[src/rtl/scoreboard_pkg.sv]
// rtl/scoreboard_pkg.sv - shared scoreboard widths, defaults and BCD helpers
//
// Purpose : constants shared by the score counter and the display decoder.
// Ports   : none (package).
package scoreboard_pkg;

  localparam int unsigned DIGIT_W           = 4;
  localparam int unsigned SCORE_W           = 7;
  localparam int unsigned MAX_SCORE_DEFAULT = 99;

  typedef logic [DIGIT_W-1:0] bcd_t;
  typedef logic [SCORE_W-1:0] score_t;

  function automatic bcd_t bcd_tens(input int unsigned v);
    return bcd_t'(v / 10);
  endfunction

  function automatic bcd_t bcd_ones(input int unsigned v);
    return bcd_t'(v % 10);
  endfunction

endpackage

[src/rtl/bcd_digit_updown.sv]
// rtl/bcd_digit_updown.sv - single BCD digit with increment/decrement
//
// Purpose : one decimal digit that counts up/down and wraps 9<->0,
//           reporting carry/borrow for the next digit.
// Ports   : clk_i     clock
//           rst_i     synchronous active-high clear to RESET_VAL
//           inc_i     increment this cycle
//           dec_i     decrement this cycle (ignored if inc_i is set)
//           digit_o   current digit value
//           carry_o   inc_i while digit is 9 (digit wraps to 0)
//           borrow_o  dec_i while digit is 0 (digit wraps to 9)
module bcd_digit_updown
  import scoreboard_pkg::*;
#(
  parameter bcd_t RESET_VAL = '0
) (
  input  logic clk_i,
  input  logic rst_i,
  input  logic inc_i,
  input  logic dec_i,
  output bcd_t digit_o,
  output logic carry_o,
  output logic borrow_o
);

  bcd_t digit_q, digit_d;

  always_comb begin
    digit_d = digit_q;
    if (inc_i) begin
      digit_d = (digit_q == 4'd9) ? 4'd0 : digit_q + 4'd1;
    end else if (dec_i) begin
      digit_d = (digit_q == 4'd0) ? 4'd9 : digit_q - 4'd1;
    end
  end

  always_ff @(posedge clk_i) begin
    if (rst_i) digit_q <= RESET_VAL;
    else       digit_q <= digit_d;
  end

  assign digit_o  = digit_q;
  assign carry_o  = inc_i & (digit_q == 4'd9);
  assign borrow_o = dec_i & ~inc_i & (digit_q == 4'd0);

endmodule

[src/rtl/score_counter.sv]
// rtl/score_counter.sv - saturating two-digit BCD score counter
//
// Purpose : counts rising edges of count_up_i/count_down_i into a score
//           held as two BCD digits plus a parallel binary register.
// Ports   : clk_1khz      scoreboard clock
//           rst_i         synchronous active-high reset
//           count_up_i    increment request (rising edge counts)
//           count_down_i  decrement request (rising edge counts)
//           ones_o        BCD ones digit
//           tens_o        BCD tens digit
//           score_o       binary score
//           at_max_o      score equals MAX_SCORE
//           changed_o     one-cycle strobe after a score change
module score_counter
  import scoreboard_pkg::*;
#(
  parameter int unsigned MAX_SCORE = MAX_SCORE_DEFAULT,
  parameter int unsigned MIN_SCORE = 0
) (
  input  logic               clk_1khz,
  input  logic               rst_i,
  input  logic               count_up_i,
  input  logic               count_down_i,
  output logic [DIGIT_W-1:0] ones_o,
  output logic [DIGIT_W-1:0] tens_o,
  output logic [SCORE_W-1:0] score_o,
  output logic               at_max_o,
  output logic               changed_o
);

  localparam score_t MAX_S = score_t'(MAX_SCORE);
  localparam score_t MIN_S = score_t'(MIN_SCORE);

  logic   up_q, dn_q;
  logic   up_ev, dn_ev;
  logic   do_inc, do_dec;
  logic   ones_carry, ones_borrow;
  logic   tens_carry_unused, tens_borrow_unused;
  score_t score_q, score_d;
  logic   at_max_q, at_max_d;
  logic   changed_q, changed_d;

  assign up_ev = count_up_i & ~up_q;
  assign dn_ev = count_down_i & ~dn_q;

  // Simultaneous edges cancel; saturation is judged on the binary copy.
  assign do_inc = up_ev & ~dn_ev & (score_q < MAX_S);
  assign do_dec = dn_ev & ~up_ev & (score_q > MIN_S);

  always_comb begin
    score_d = score_q;
    if (do_inc)      score_d = score_q + 7'd1;
    else if (do_dec) score_d = score_q - 7'd1;
    at_max_d  = (score_d == MAX_S);
    changed_d = do_inc | do_dec;
  end

  // The history registers track the inputs even during reset, so a request
  // already high when reset releases must fall and rise again to count.
  always_ff @(posedge clk_1khz) begin
    up_q <= count_up_i;
    dn_q <= count_down_i;
    if (rst_i) begin
      score_q   <= MIN_S;
      at_max_q  <= (MIN_S == MAX_S);
      changed_q <= 1'b0;
    end else begin
      score_q   <= score_d;
      at_max_q  <= at_max_d;
      changed_q <= changed_d;
    end
  end

  bcd_digit_updown #(.RESET_VAL(bcd_ones(MIN_SCORE))) u_ones (
    .clk_i    (clk_1khz),
    .rst_i    (rst_i),
    .inc_i    (do_inc),
    .dec_i    (do_dec),
    .digit_o  (ones_o),
    .carry_o  (ones_carry),
    .borrow_o (ones_borrow)
  );

  // Score never exceeds 99, so the tens digit's own carry/borrow stay unused.
  bcd_digit_updown #(.RESET_VAL(bcd_tens(MIN_SCORE))) u_tens (
    .clk_i    (clk_1khz),
    .rst_i    (rst_i),
    .inc_i    (ones_carry),
    .dec_i    (ones_borrow),
    .digit_o  (tens_o),
    .carry_o  (tens_carry_unused),
    .borrow_o (tens_borrow_unused)
  );

  assign score_o   = score_q;
  assign at_max_o  = at_max_q;
  assign changed_o = changed_q;

endmodule
[config.mk]
export PLATFORM = sky130hd
export DESIGN_NAME = score_counter
export DESIGN_NICKNAME = d
export VERILOG_FILES = /design/src/rtl/scoreboard_pkg.sv /design/src/rtl/bcd_digit_updown.sv /design/src/rtl/score_counter.sv
export SDC_FILE = /design/constraint.sdc
export NUM_CORES = 1
export LEC_CHECK = 0
export CAP_MARGIN = 15
export CORE_MARGIN = 5
export CORE_UTILIZATION = 35
export CTS_CLUSTER_DIAMETER = 120
export DETAILED_ROUTE_END_ITERATION = 8
export PLACE_DENSITY = 0.68
export SYNTH_ARGS = -nofsm -noshare
export SYNTH_HDL_FRONTEND = slang
export SYNTH_SLANG_ARGS = --single-unit
[constraint.sdc]
create_clock -name clk_1khz -period 2.1 [get_ports clk_1khz]
set_clock_uncertainty 0.15 [all_clocks]
set_input_delay 0.315 -clock clk_1khz [delete_from_list [all_inputs] [get_ports clk_1khz]]
set_output_delay 0.315 -clock clk_1khz [all_outputs]
set_load 0.05 [all_outputs]
### After elaboration in Yosys (flattened, before gate mapping)

Index checks and enable logic that the tools add are counted.

| word-level totals | value |
|---|---|
| flip-flop bits (word level) | 19 |
| bits in latches | 0 |
| memory bits (writable) | 0 |
| bits in read-only memories | 0 |
| input port bits | 4 |
| output and inout bits | 17 |
| memories kept | 0 |

| cells by class | value |
|---|---|
| $add $sub $neg | 6 |
| multipliers | 0 |
| div/mod/pow operators | 0 |
| order comparisons | 2 |
| equality and inequality tests | 3 |
| shifts and indexed selects | 0 |
| muxes and demuxes | 10 |
| bitwise operators | 15 |
| reduce and logical (&&, ||, !) cells | 4 |

Operators by type and width:

| kind | count |
|---|---|
| 4-bit two-way mux | 8 |
| 7-bit two-way mux | 2 |
| 1-bit AND | 9 |
| 4-bit by 1-bit adder with 4-bit output (second input constant) | 2 |
| 4-bit equality test (second input constant) | 2 |
| 4-bit zero test | 2 |
| 4-bit by 1-bit subtractor with 4-bit output (second input constant) | 2 |
| 7-bit by 1-bit adder with 7-bit output (second input constant) | 1 |
| 7-bit equality test (second input constant) | 1 |
| 7-bit by 1-bit greater-than comparator with 1-bit output (second input constant) | 1 |
| 7-bit less-than comparator (second input constant) | 1 |
| 7-bit by 1-bit subtractor with 7-bit output (second input constant) | 1 |
| 1-bit NOT | 5 |
| 2-bit nonzero test | 2 |
| 1-bit bitwise OR | 1 |

### Depth between registers and ports, before layout

| logic depth | value |
|---|---|
| word-level depth | 10 |
| depth in mapped cells | 10 |
| gate-level depth less buffers | 8 |

### Cells and area by module

From an unflattened synthesis, not the netlist that was laid out.

| second synthesis, totals | value |
|---|---|
| cell total of the unflattened synthesis | 149 |
| area total of the unflattened synthesis | 1,281.2 sq um |

By module, submodules not included:

| module | times used | cells each | area an instance (sq um) | sequential area each (sq um) |
|---|---|---|---|---|
| score_counter | 1 | 73 | 673.1 | 220.2 |
| bcd_digit_updown | 2 | 38 | 304.0 | 80.1 |

### Worst setup path before layout

Ideal clock, no wire load.

| timing | value |
|---|---|
| path kind | register to register |
| start point | reg score_q[0] (netlist: score_o[0]) |
| end point | reg u_tens.digit_q[3] (netlist: u_tens.digit_o[3]) |
| data arrival time | 2.411 ns |
| required time | 1.836 ns |
| slack | -0.575 ns |
| stages on the path, launching flop included | 11 |
| cell sequence | dfxtp_1 clkbuf_2 inv_1 ha_1 nor3b_2 a211oi_2 buf_6 nand3_4 nor4_2 nor3_1 a2111oi_0 |

| on the way | value |
|---|---|
| cells in the longest elaborated chain, start to end | 6 |
| elaborated cells between the ends (all ways) | 10 |

Ends and longest elaborated chain:

| element | line | RTL |
|---|---|---|
| from (decl) | score_counter.sv:39 | `score_t score_q, score_d;` |
| from (signal assigned) | score_counter.sv:68 | `score_q <= score_d;` |
| 7-bit less-than comparator | score_counter.sv:47 | `assign do_inc = up_ev & ~dn_ev & (score_q < MAX_S);` |
| 1-bit AND | score_counter.sv:47 |  |
| 1-bit NOT | bcd_digit_updown.sv:44 | `assign borrow_o = dec_i & ~inc_i & (digit_q == 4'd0);` |
| 1-bit AND (2 in a row) | bcd_digit_updown.sv:44 |  |
| 2-bit nonzero test (no line) | - |  |
| to (signal assigned) | bcd_digit_updown.sv:39 | `else digit_q <= digit_d;` |
| to (decl) | bcd_digit_updown.sv:26 | `bcd_t digit_q, digit_d;` |

Several ways; a longest one is shown, not always the timed one.
A chain may end at the register's enable or synchronous reset.

### Final worst setup path

| timing | value |
|---|---|
| start point | in count_up_i |
| end point | reg at_max_q (netlist: at_max_o) |

| on the way | value |
|---|---|
| cells in the longest elaborated chain, start to end | 7 |
| elaborated cells between the ends (all ways) | 9 |

Ends and longest elaborated chain:

| element | line | RTL |
|---|---|---|
| from (decl) | score_counter.sv:22 | `input logic count_up_i,` |
| 1-bit AND (*) | score_counter.sv:43 | `assign up_ev = count_up_i & ~up_q;` |
| 1-bit NOT | score_counter.sv:48 | `assign do_dec = dn_ev & ~up_ev & (score_q > MIN_S);` |
| 1-bit AND (2 in a row) | score_counter.sv:48 |  |
| 7-bit two-way mux | score_counter.sv:53 | `else if (do_dec) score_d = score_q - 7'd1;` |
| 7-bit two-way mux (*) | score_counter.sv:52 | `if (do_inc) score_d = score_q + 7'd1;` |
| 7-bit equality test (*) | score_counter.sv:54 | `at_max_d = (score_d == MAX_S);` |
| to (signal assigned) | score_counter.sv:65 | `at_max_q <= (MIN_S == MAX_S);` |
| to (signal assigned) | score_counter.sv:69 | `at_max_q <= at_max_d;` |
| to (decl) | score_counter.sv:40 | `logic at_max_q, at_max_d;` |

Mark *: on every way between the ends. The rest lies on a longest branch, timed or not.

==> impl_metrics.toml <==
[outcome]
run_status = "finished clean"

[worst_setup_path]
criticalPathCategory = "in -> reg"
critical_path.max_fanout = 3
critPathSlowestCell = "sky130_fd_sc_hd__clkdlybuf4s50_1"
timing.critical_path.slowest_cell_delay_ns = 0.48
startpoint_type = "primary input"
cp-end-kind = "flop"
critical_path.reg2reg.startpoint = "score_o[0]"
cp_cell_sequence = "clkdlybuf4s50_1 > or2b_2 > nor4_1 > a211oi_1 > or3_1 > a2111oi_2 > and4_1"
worstPathArrival_ns = 2.21
required_ns = 2.22
r2r_end = "at_max_o"
rr_worst_depth = 8
rrSetupSlack_ns = 0.01

[logic_synthesis]
cell_area_after_synthesis_sq_um = 1200
syn-mean-instance-area_sq_um = 8.93
synthesis_stage_register_bit_count = 19
synth_cell_types = 48
synth_edf_count = 0
synth_seq_area_share_pct = 31.8
postSynthCellCount = 134
count_of_synthesis_stage_warnings_from_yosys = 0
synthArstFlopShare_pct = 0
dominantRegCellSynth = "sky130_fd_sc_hd__dfxtp_1"
synth.net_count = 141

[floorplanning]
die_area_sq_um = 4690
initial_utilization_pct = 36.1
placeableCoreArea_sq_um = 3310
die_y_um = 68.5
rows = 21
die_w_um = 68.5
io_pins = 21

[run]
maxCapViolations = 0

[route]
route.detailed.wl_per_inst_um = 13.3
initialDrtViolationCount = 59
avgViaCountPerCell = 5.20
first_pass_iters = 4
num_vias = 1169
drc = 0
ant_nets = 0
totalWireLength_mm = 2.98

[global_route]
pin_count_of_the_biggest_net_entering_global_routing = 16
remaining_global_route_overflow = 0
via_count_of_the_first_global_routing_pass = 1167
grt_util_all_layers_pct = 14.2
antenna_found_initial = 0
grt_pass1_wl_mm = 5.12

[min_path]
count_of_cells_along_the_worst_hold_path = 1
origin_of_the_worst_min_delay_path = "count_up_i"
holdPathEnd = "up_q"
timing.hold.worst.class = "in -> reg"

[power_and_ir_drop]
power-per-cell-area_nw_per_um2 = 755
p_total_mw = 1.28
leakage_nw = 0.736
ir_drop_v = 0.000564

[cts]
clk-insertion-delay-late_ns = 0.31
cts_buffers = 3
tritoncts_num_sinks = 19
h-tree-depth = 1
ctsRootBufferMaster = "sky130_fd_sc_hd__clkbuf_4"
cts_tree = "built"
clk_pin_slew_worst_paths_ns = 0.12
clockBufferDepth = 2

[place]
place_hpwl_mm = 2.24
detailedPlace.worstSlack_ns = -0.385
gp_congestion = 0.878
place.port_buffers = 20

[finish]
fin_nets = 187
syn_to_final_growth_pct = 42.1
fillCellCount = 314
sequential_cell_area_sq_um = 393
multi_input_area_sq_um = 803
diodes = 0
share_of_final_layout_standard_cells_stronger_than_drive_strength_1_pct = 40.8
finalCoreUtilization_pct = 51.3

[sta]
setup_violations = 0
worst_slew_pin_tran_ns = 0.514
rsz0062_at_grt = "yes"
period_minus_slack_ns = 2.10
setup_tns_ns = 0
maxClockFrequency_mhz = 476
worst_slack_ns = 0.00109
post-route-period-util_pct = 99.9
finalHoldViolations = 0
relSlewSlack_pct = 65.6
report.final.slew_viol_count = 0
-- routing by layer --
layer | wire length [um] | track usage, %
met5 | 0 | 0
met4 | 56 | 4.22
met3 | 208 | 4.11
met2 | 1430 | 25.1
met1 | 1280 | 16.3
-- worst max-delay path: cells and delay by family --
| kind | cells | cell delay [ns] |
|---|---|---|
| buffers and inverters | 1 | 0.48 |
| AOI/OAI and AO/OA | 2 | 0.28 |
| and+or+nand+nor | 4 | 1.14 |
-- report_power, final --
group	switching (mW)	total, mW	internal [mW]
registers	0.0760	0.480	0.404
logic	0.332	0.606	0.274
clock network	0.126	0.197	0.0713
-- how the worst max path moves through the flow --
stage                     to       start  slack, ns  cells after the start
floorplan           at_max_o  score_o[0]      -0.15                      9
global placement    at_max_o  count_up_i      -0.35                      7
detailed placement  at_max_o  count_up_i      -0.38                      7
CTS                 at_max_o  score_o[1]      -0.04                      8
global route        at_max_o  score_o[0]      -0.11                      8
finish              at_max_o  count_up_i      0.001                      7
-- flip-flops by register name (all words and copies together), names as in the netlist --
signal          count
score_o             7
u_ones.digit_o      4
u_tens.digit_o      4
at_max_o            1
changed_o           1
dn_q                1
up_q                1
-- Yosys cell counts, types with 3 or more instances --
library cell	instances	area share (%)
sky130_fd_sc_hd__nor3_1	6	2.5
sky130_fd_sc_hd__inv_1	5	1.6
sky130_fd_sc_hd__a21oi_1	6	2.5
sky130_fd_sc_hd__and3_2	3	1.9
sky130_fd_sc_hd__ha_1	3	3.1
sky130_fd_sc_hd__a32oi_1	3	2.2
sky130_fd_sc_hd__xor2_1	3	2.2
sky130_fd_sc_hd__dfxtp_1	19	32
sky130_fd_sc_hd__a2111oi_2	3	3.8
sky130_fd_sc_hd__nor2_1	17	5.3
sky130_fd_sc_hd__xnor2_1	4	2.9
sky130_fd_sc_hd__nand2_1	13	4.1
sky130_fd_sc_hd__and3_1	4	2.1
-- layout make-up --
class | instances | area share (%)
multi-input combinational | 103 | 47.3
timing repair buffer | 48 | 23.2
sequential | 19 | 23.1
tap | 46 | 3.39
inverter | 5 | 1.40
clock buffer | 3 | 1.33
clock inverter | 1 | 0.295
-- kinds of logic (layout without fill, tap and decap cells) --
group | after synthesis | in the layout | synth area share, %
compound gates | 27 | 27 | 19.4
xor+xnor | 7 | 7 | 5.13
fa+ha+maj | 3 | 3 | 3.14
buf+inv | 12 | 57 | 6.07
flops | 19 | 19 | 31.8
mux | 2 | 2 | 1.67
simple gates | 64 | 64 | 32.8
-- layout by cell type (no fill, tap or decap), types with 4 or more instances in the layout --
cell                              netlist  routed
sky130_fd_sc_hd__nand2_1               13      13
sky130_fd_sc_hd__nor2_1                17      16
sky130_fd_sc_hd__a21oi_1                6       6
sky130_fd_sc_hd__clkdlybuf4s50_1        0       7
sky130_fd_sc_hd__buf_4                  0      37
sky130_fd_sc_hd__nor3_1                 6       6
sky130_fd_sc_hd__dfxtp_2                0       4
sky130_fd_sc_hd__dfxtp_1               19      13
sky130_fd_sc_hd__and3_1                 4       4
-- through the flow --
stage               hold slack (ns)  instances  cell area [sq um]
finish                        0.334        225               1700
detailed placement            0.443        219               1620
global route                  0.323        225               1700
CTS                           0.325        224               1650
global placement              0.421        219               1620
floorplan                     0.193        134               1250
-- timing repair --
item / in CTS / in global routing
gates resized for setup: 3 / 8
pin swaps: 6 / 3
setup endpoints to repair: 8 / 12
hold endpoints to repair: 0 / 0
hold buffers: 0 / 0
buffers inserted: 1 / 1
cloned: 0 / 0
Power figures use the tool's default switching activity.
